**config.mk**
```make
export PLATFORM = sky130hd
export DESIGN_NAME = link_arbiter_flat
export DESIGN_NICKNAME = d
export VERILOG_FILES = /design/src/rtl/link_arbiter_if.sv /design/src/rtl/link_arbiter.sv /design/src/flat_wrapper.sv
export SDC_FILE = /design/constraint.sdc
export NUM_CORES = 1
export LEC_CHECK = 0
export CORE_MARGIN = 1.5
export CORE_UTILIZATION = 44
export CTS_BUF_LIST = sky130_fd_sc_hd__clkbuf_2
export CTS_CLUSTER_SIZE = 14
export DETAILED_ROUTE_END_ITERATION = 7
export GPL_TIMING_DRIVEN = 0
export MAX_ROUTING_LAYER = met4
export PLACE_DENSITY = 0.77
export SYNTH_ARGS = -nofsm -noshare
export SYNTH_HDL_FRONTEND = slang
export SYNTH_SLANG_ARGS = --single-unit
```
**constraint.sdc**
```tcl
create_clock -name clk -period 2.2 [get_ports clk]
set_clock_uncertainty 0.15 [all_clocks]
set_input_delay 0.44 -clock clk [delete_from_list [all_inputs] [get_ports clk]]
set_output_delay 0.44 -clock clk [all_outputs]
set_load 0.02 [all_outputs]
```
**src/rtl/link_arbiter_if.sv**
```systemverilog
`default_nettype none
// ------------------------------------------------------------------------
// link_arbiter_if: requester-side and link-side signals of link_arbiter
// Revision 1.0
// ------------------------------------------------------------------------
interface link_arbiter_if;
  logic [3:0]  m_req;
  logic [31:0] m_data;
  logic [3:0]  m_ack;
  logic        s_req;
  logic [7:0]  s_data;
  logic        s_ack;
  logic [1:0]  grant_id;
  logic        busy;
  logic [7:0]  xfer_cnt;
  logic        timeout_err;
  logic        err_clr;

  // The arbiter itself sits on the slave modport; the environment drives master.
  modport slave (
    input  m_req, m_data, s_ack, err_clr,
    output m_ack, s_req, s_data, grant_id, busy, xfer_cnt, timeout_err
  );

  modport master (
    output m_req, m_data, s_ack, err_clr,
    input  m_ack, s_req, s_data, grant_id, busy, xfer_cnt, timeout_err
  );
endinterface
`default_nettype wire

```
**src/rtl/link_arbiter.sv**
```systemverilog
`default_nettype none
// ------------------------------------------------------------------------
// link_arbiter: 4-way round-robin arbiter onto one 4-phase link slave
// Revision 1.0
// ------------------------------------------------------------------------
module link_arbiter #(
  parameter int TIMEOUT = 15
) (
  input  wire logic     clk,
  input  wire logic     rst,
  link_arbiter_if.slave bus
);

  typedef enum logic [1:0] {
    IDLE = 2'd0,
    REQ  = 2'd1,
    HOLD = 2'd2,
    DROP = 2'd3
  } state_t;

  localparam logic [7:0] TIMER_LAST = 8'(TIMEOUT - 1);

  state_t     state, state_nx;
  logic [1:0] ptr, ptr_nx;
  logic [1:0] grant, grant_nx;
  logic [7:0] timer, timer_nx;
  logic       aborted, aborted_nx;
  logic [3:0] ack, ack_nx;
  logic       sreq, sreq_nx;
  logic [7:0] sdata, sdata_nx;
  logic       busy_q, busy_nx;
  logic [7:0] cnt, cnt_nx;
  logic       err, err_nx;
  logic       set_err;

  logic [1:0] pick;
  logic [1:0] idx;
  logic       found;

  // Round-robin scan starting at ptr; first set request wins.
  always_comb begin
    found = 1'b0;
    pick  = ptr;
    idx   = ptr;
    for (int k = 0; k < 4; k++) begin
      idx = ptr + 2'(k);
      if (!found && bus.m_req[idx]) begin
        found = 1'b1;
        pick  = idx;
      end
    end
  end

  always_comb begin
    state_nx   = state;
    ptr_nx     = ptr;
    grant_nx   = grant;
    timer_nx   = timer;
    aborted_nx = aborted;
    ack_nx     = ack;
    sreq_nx    = sreq;
    sdata_nx   = sdata;
    cnt_nx     = cnt;
    set_err    = 1'b0;

    case (state)
      IDLE: begin
        if (found) begin
          grant_nx   = pick;
          sdata_nx   = bus.m_data[{pick, 3'b000} +: 8];
          sreq_nx    = 1'b1;
          timer_nx   = 8'd0;
          aborted_nx = 1'b0;
          state_nx   = REQ;
        end else begin
          sreq_nx = 1'b0;
          ack_nx  = 4'b0000;
        end
      end
      REQ: begin
        // An acknowledge sampled on the final timer cycle still wins.
        if (bus.s_ack) begin
          ack_nx   = 4'b0001 << grant;
          state_nx = HOLD;
        end else if (timer == TIMER_LAST) begin
          sreq_nx    = 1'b0;
          set_err    = 1'b1;
          aborted_nx = 1'b1;
          state_nx   = DROP;
        end else begin
          timer_nx = timer + 8'd1;
        end
      end
      HOLD: begin
        if (!bus.m_req[grant]) begin
          ack_nx   = 4'b0000;
          sreq_nx  = 1'b0;
          state_nx = DROP;
        end
      end
      DROP: begin
        if (!bus.s_ack) begin
          ptr_nx   = grant + 2'd1;
          state_nx = IDLE;
          if (!aborted) begin
            cnt_nx = cnt + 8'd1;
          end
        end
      end
      default: begin
        state_nx = IDLE;
      end
    endcase

    err_nx = err;
    if (set_err) begin
      err_nx = 1'b1;
    end else if (bus.err_clr) begin
      err_nx = 1'b0;
    end

    busy_nx = (state_nx != IDLE);
  end

  always_ff @(posedge clk or posedge rst) begin
    if (rst) begin
      state   <= IDLE;
      ptr     <= 2'd0;
      grant   <= 2'd0;
      timer   <= 8'd0;
      aborted <= 1'b0;
      ack     <= 4'b0000;
      sreq    <= 1'b0;
      sdata   <= 8'd0;
      busy_q  <= 1'b0;
      cnt     <= 8'd0;
      err     <= 1'b0;
    end else begin
      state   <= state_nx;
      ptr     <= ptr_nx;
      grant   <= grant_nx;
      timer   <= timer_nx;
      aborted <= aborted_nx;
      ack     <= ack_nx;
      sreq    <= sreq_nx;
      sdata   <= sdata_nx;
      busy_q  <= busy_nx;
      cnt     <= cnt_nx;
      err     <= err_nx;
    end
  end

  assign bus.m_ack       = ack;
  assign bus.s_req       = sreq;
  assign bus.s_data      = sdata;
  assign bus.grant_id    = grant;
  assign bus.busy        = busy_q;
  assign bus.xfer_cnt    = cnt;
  assign bus.timeout_err = err;

endmodule
`default_nettype wire
```
**src/flat_wrapper.sv**
```systemverilog
// flat-port wrapper written by rule: the top's interface ports become plain ports
module link_arbiter_flat 
#(
  parameter int TIMEOUT = 15
)
  (clk, rst, bus_m_req, bus_m_data, bus_s_ack, bus_err_clr, bus_m_ack, bus_s_req, bus_s_data, bus_grant_id, bus_busy, bus_xfer_cnt, bus_timeout_err);
  link_arbiter_if bus_i ();
  input  wire logic clk;
  input  wire logic rst;
  input wire logic [$bits(bus_i.m_req)-1:0] bus_m_req;
  input wire logic [$bits(bus_i.m_data)-1:0] bus_m_data;
  input wire logic [$bits(bus_i.s_ack)-1:0] bus_s_ack;
  input wire logic [$bits(bus_i.err_clr)-1:0] bus_err_clr;
  output wire logic [$bits(bus_i.m_ack)-1:0] bus_m_ack;
  output wire logic [$bits(bus_i.s_req)-1:0] bus_s_req;
  output wire logic [$bits(bus_i.s_data)-1:0] bus_s_data;
  output wire logic [$bits(bus_i.grant_id)-1:0] bus_grant_id;
  output wire logic [$bits(bus_i.busy)-1:0] bus_busy;
  output wire logic [$bits(bus_i.xfer_cnt)-1:0] bus_xfer_cnt;
  output wire logic [$bits(bus_i.timeout_err)-1:0] bus_timeout_err;
  assign bus_i.m_req = bus_m_req;
  assign bus_i.m_data = bus_m_data;
  assign bus_i.s_ack = bus_s_ack;
  assign bus_i.err_clr = bus_err_clr;
  assign bus_m_ack = bus_i.m_ack;
  assign bus_s_req = bus_i.s_req;
  assign bus_s_data = bus_i.s_data;
  assign bus_grant_id = bus_i.grant_id;
  assign bus_busy = bus_i.busy;
  assign bus_xfer_cnt = bus_i.xfer_cnt;
  assign bus_timeout_err = bus_i.timeout_err;
  link_arbiter #(.TIMEOUT(TIMEOUT)) u_core (.clk(clk), .rst(rst), .bus(bus_i));
endmodule
```
==> results of run 1 <==
cell type report:
cell class | instances | area, um^2 | area share, %
well taps | 67 | 83.8 | 2.61
inverters | 15 | 56.3 | 1.75
multi-input cells | 165 | 1280 | 39.8
flip-flops and latches | 38 | 952 | 29.7
repair buffers | 79 | 767 | 23.9
clock buffers | 6 | 30.0 | 0.935
clock inverters | 2 | 8.76 | 0.273
plain buffers | 5 | 36.3 | 1.13
how the worst max path moves through the flow:
| stage | end | slack [ns] | start |
|---|---|---|---|
| after floorplan | u_core.timer[7] | 0.02 | u_core.timer[0] |
| after global placement | u_core.bus.s_data[5] | -0.71 | bus_m_req[2] |
| after detailed placement | u_core.bus.s_data[2] | -0.76 | bus_m_req[2] |
| after CTS | u_core.timer[4] | -0.002 | u_core.timer[0] |
| after global routing | u_core.timer[3] | -0.13 | u_core.timer[0] |
| final | u_core.timer[4] | -0.03 | u_core.timer[0] |
sequential cells by signal, summed over array words and instances, names as in the netlist, 2 cells and up:
register / count
u_core.bus.grant_id: 2
u_core.ptr: 2
u_core.bus.s_data: 8
u_core.timer: 8
u_core.bus.m_ack: 4
u_core.state: 2
u_core.bus.xfer_cnt: 8
synthesized netlist by cell type (2+ instances only):
| cell type | n | area [um^2] |
|---|---|---|
| clkbuf_1 | 3 | 11.3 |
| dfrtp_1 | 38 | 951 |
| o21ai_0 | 14 | 70.1 |
| o31ai_1 | 3 | 22.5 |
| nor3_1 | 2 | 10.0 |
| mux2i_1 | 8 | 80.1 |
| ha_1 | 11 | 138 |
| o21ai_1 | 5 | 25.0 |
| nand2_1 | 14 | 52.6 |
| o31a_1 | 7 | 61.3 |
| and2_1 | 2 | 12.5 |
| nand2b_1 | 6 | 37.5 |
| nor2_1 | 17 | 63.8 |
| inv_1 | 15 | 56.3 |
| or3_1 | 5 | 31.3 |
| nand3_1 | 7 | 35.0 |
| a21oi_1 | 7 | 35.0 |
| a211oi_1 | 16 | 120 |
| xor2_1 | 4 | 35.0 |
| mux2_2 | 2 | 22.5 |
| xnor2_1 | 4 | 35.0 |
| nor2b_1 | 2 | 12.5 |
| nand4_1 | 4 | 25.0 |
| o21a_1 | 2 | 15.0 |
metrics by stage:
stage	utilization (%)	hold WS, ns
5_1_grt	67.1	0.361
3_3_place_gp	61.8	0.312
6_report	67.1	0.301
3_5_place_dp	61.8	0.318
2_1_floorplan	-	0.339
4_1_cts	65.3	0.340
worst max-delay path, stage by stage, from the launching register on:
cell,delay (ns)
dfrtp_1,0.43
inv_2,0.06
ha_1,0.12
or4b_4,0.49
o311a_4,0.34
o21ai_4,0.23
buf_4,0.15
or3_1,0.10
a21oi_1,0.06
logic make-up after synthesis:
logic type               share of synthesized area [%]
AND/OR/NAND/NOR                                   17.7
AO/OA/AOI/OAI                                     20.4
flip-flops                                        42.8
buffers and inverters                             4.11
multiplexers                                      5.63
adder cells (fa/ha/maj)                           6.19
XOR/XNOR                                          3.15
power breakdown:
group / switching [mW] / internal [mW] / total (mW)
combinational: 1.11 / 0.980 / 2.09
clock: 0.233 / 0.0781 / 0.311
sequential: 0.192 / 0.918 / 1.11
total: 1.54 / 1.98 / 3.51
routing by layer:
metal  vias to the layer above  wire, um  track usage [%]
met3                         4       238             5.42
met4                         0        47             6.17
met1                       964      2530             28.2
met5                         -         0                -
li1                        986         -                -
met2                        50      2870             34.0
repair_timing:
| action | in CTS | in global routing |
|---|---|---|
| setup buffers | 10 | 4 |
| cloned | 1 | 0 |
| pin swaps | 4 | 3 |
| endpoints found under the setup margin | 20 | 23 |
| resized for setup | 9 | 16 |
| hold endpoints to repair | 0 | 0 |
| hold buffers | 0 | 0 |
==> flow_summary.ini, run 1 <==
[status]
status = finished, violations left
violations = setup timing

[worst_setup_path]
reg2regPathDepth = 8
required_ns = 2.32
worst_ep_arrival_time_ns = 2.35
r2r-end = u_core.timer[4]
regToRegSetupSlack_ns = -0.03
endpoint_kind = flip-flop
start_kind = flip-flop
critPathKind = flip-flop to flip-flop
reg2reg_from = u_core.timer[0]
worstPathMaxFanout = 5

[yosys]
synth_edf_count = 0
synth_seq_area_share_pct = 42.8
syn_nets = 275
ys_ff_latch = 38
yosys_most_used_dff = dfrtp_1
yosysWarnings = 0
ys_types = 50
syn_area_per_cell_um2 = 9.92
ys_async_sr_fraction_pct = 100
netlist_instances = 224
netlist_area_um2 = 2220

[routing]
antenna_left = 0
vias_per_cell = 5.32
first_iter_violations = 83
num_vias = 2004
first_pass_iters = 4
drt-total-wl_mm = 5.68
drcViolationCount = 0
wl_per_cell_um = 15.1

[global_routing]
grt_start_max_net_pins = 39
grt_use_total_pct = 21.8
overflow = 0
grt_pass1_vias = 1882
antenna_found_initial = 0
grt_pass1_wl_mm = 8.86

[final_layout]
final_cells = 377
nFillCells = 369
antenna_cells = 0
drive_above_1_share_pct = 16.5
final_common_cell = clkdlybuf4s50_1
final_cell_mix = clkdlybuf4s50_1 (60), dfrtp_1 (37), nor2_1 (17), a211oi_1 (16)
areaGrowthSynthToFinish_pct = 44.5
stdcell_area_um2 = 3210
final_nets = 360

[placed_design]
dp_hpwl_mm = 3.81
dpl_worst_slack_ns = -0.760
portBuffers = 64
dp.cells = 355
place_area_um2 = 2960
gp_congestion = 0.903

[timing]
rsz0062_at_grt = true
fmax_mhz = 448
fin_setup_tns_ns = -0.0593
fin_crit_sh_pct = 101
fin_crit_ns = 2.23
worst_pin_slew_ns = 0.790
setup_ws_ns = -0.0308
drv_slew = 0
slew_headroom_pct = 47.2
hold_viol_final = 0
finalSetupViolations = 2

[cts]
cts_buffers = 5
clock_path_buffers = 2
cts_max_level = 2
clock-sinks = 38
clock_latency_ns = 0.42
clk_pin_slew_ns = 0.22
cts-root-buf = clkbuf_2
cts_tree = built

[power_and_ir_drop]
p_total_mw = 3.51
powerDensity_nw_per_um2 = 1090
p_leak_nw = 1.37
ir_drop_mv = 0.686

[floorplan]
initial_core_util_pct = 46.4
die_area_um2 = 5490
die_w_um = 74.1
num_io_pins = 65
rows = 25
core_area_um2 = 4790
die_h_um = 74.1

[min_path]
worst_hold_path_type = primary input to async pin

[flow_run]
drv_cap = 0
No activity file was read; power rests on OpenSTA's default activity.
==> run 2, diff against run 1 <==
Settings changed: CORE_UTILIZATION 44 to 40, PLACE_DENSITY 0.77 to 0.71.
==> run 2 against run 1 <==
  * The run now ends clean
  * Via count fell by 1.4%
  * Wire length fell by 10%
  * Global-route usage fell by 2.5 points
  * Clock power rose by 37%
  * Critical endpoint is now u_core.bus.busy
  * Largest cell class unchanged
==> flow_summary.ini, run 2 (same netlist as run 1, synthesis figures left out) <==
[status]
status = complete, no violations

[global_routing]
antenna_found_initial = 0
grt_start_max_net_pins = 39
top_usage_layer = met2
grtUsageMet2_pct = 30.3
grtUsageMet3_pct = 5.06
overflow = 0
grt_pass1_vias = 1949
grt_pass1_wl_mm = 9.07
use_met1_pct = 25.1
grt_use_total_pct = 19.4

[cts]
cts_max_level = 2
clock-sinks = 38
ctsHoldBuffers = 0
cts_tree = built
clock_path_buffers = 2
cts_buffers = 5
cts-root-buf = clkbuf_2
clock_latency_ns = 0.39
clk_pin_slew_ns = 0.20

[final_layout]
final_cell_mix = clkdlybuf4s50_1 (60), dfrtp_1 (37), nor2_1 (16), a211oi_1 (16)
final_nets = 355
areaGrowthSynthToFinish_pct = 43.4
fin_util_pct = 60.8
final_common_cell = clkdlybuf4s50_1
antenna_cells = 0
drive_above_1_share_pct = 14.8

[power_and_ir_drop]
p_leak_nw = 1.35
powerDensity_nw_per_um2 = 1100
ir_drop_mv = 0.499

[floorplan]
die_w_um = 77.5
core_area_um2 = 5240
die_h_um = 77.5
die_area_um2 = 6010
num_io_pins = 65
initial_core_util_pct = 42.4
rows = 26

[routing]
first_pass_iters = 4
num_vias = 1976
wl_per_cell_um = 13.6
first_iter_violations = 91
drt-total-wl_mm = 5.10
antenna_left = 0
drcViolationCount = 0
vias_per_cell = 5.27

[timing]
slew_headroom_pct = 47.8
rsz0062_at_grt = true
fin_crit_ns = 2.18
fin_crit_sh_pct = 99.2
hold-worst-slack_ns = 0.335
worst_pin_slew_ns = 0.782
fin_setup_tns_ns = 0
setup_ws_ns = 0.0184
drv_slew = 0
finalSetupViolations = 0
fmax_mhz = 458
hold_viol_final = 0

[worst_setup_path]
worstPathMaxFanout = 4
start_kind = flip-flop
endpoint_kind = flip-flop
reg2regPathDepth = 7
worst_ep_arrival_time_ns = 2.38
critPathKind = flip-flop to flip-flop
required_ns = 2.40

[flow_run]
drv_cap = 0

[placed_design]
dpl_worst_slack_ns = -0.688
portBuffers = 64
gp_congestion = 0.806
dp_hpwl_mm = 3.71

[min_path]
worst_hold_path_type = primary input to async pin
run 2: cell types whose count changed in the layout (fill, tap and decap cells not counted), sizes merged:
cell,change
bufinv,+1
clkbuf,-1
buf,-5
run 2: metrics by stage:
step                      cells  total power [mW]  cell area [um^2]
after floorplan             224              2.25              2230
after global placement      358              2.89              2960
after detailed placement    358              2.92              2960
after CTS                   371              3.50              3120
after global routing        375              3.79              3190
final                       375              3.50              3190
run 2: repair_timing:
item	in CTS	in global routing
buffers inserted	5	5
gates resized for setup	9	11
endpoints found under the hold margin	0	0
setup endpoints to repair	22	23
pin swaps	4	2
run 2: power breakdown:
part	total, mW	internal (mW)	switching [mW]	leakage (nW)
Sequential	1.10	0.917	0.181	0.486
Clock	0.426	0.189	0.237	0.0427
Combinational	1.97	0.931	1.04	0.818
Total	3.50	2.04	1.46	1.35
run 2: final timing paths:
path | slack, ns | to | startpoint
worst max-delay path | 0.02 | u_core.bus.busy | u_core.timer[0]
worst min-delay path | 0.34 | u_core.bus.xfer_cnt[6] | rst
worst max register to register | 0.02 | u_core.bus.busy | u_core.timer[0]
worst min register to register | 0.34 | u_core.bus.xfer_cnt[7] | u_core.bus.xfer_cnt[7]
max in group asynchronous | 1.03 | u_core.bus.grant_id[0] | rst
min in group clk | 0.34 | u_core.bus.xfer_cnt[7] | u_core.bus.xfer_cnt[7]
run 2: final cells by class:
type,instances,area (um^2)
Tap cell,70,87.6
Clock inverter,3,40.0
Inverter,15,56.3
Clock buffer,5,25.0
Multi-Input combinational cell,165,1250
Sequential cell,38,952
Buffer,5,36.3
Fill cell,467,2050
Timing Repair Buffer,74,738
run 2: worst max-delay path, stage by stage, from the launching register on:
cell,delay (ns)
dfrtp_1,0.43
inv_2,0.06
ha_1,0.13
or4b_4,0.48
or4_4,0.47
a31oi_4,0.18
a2bb2oi_2,0.15
or2_1,0.10
run 2: metal layers:
layer	vias to the layer above	part of all wire, %
met4	0	0.80
met1	922	46
met2	67	46
met3	4	6.8
li1	983	-
met5	-	0
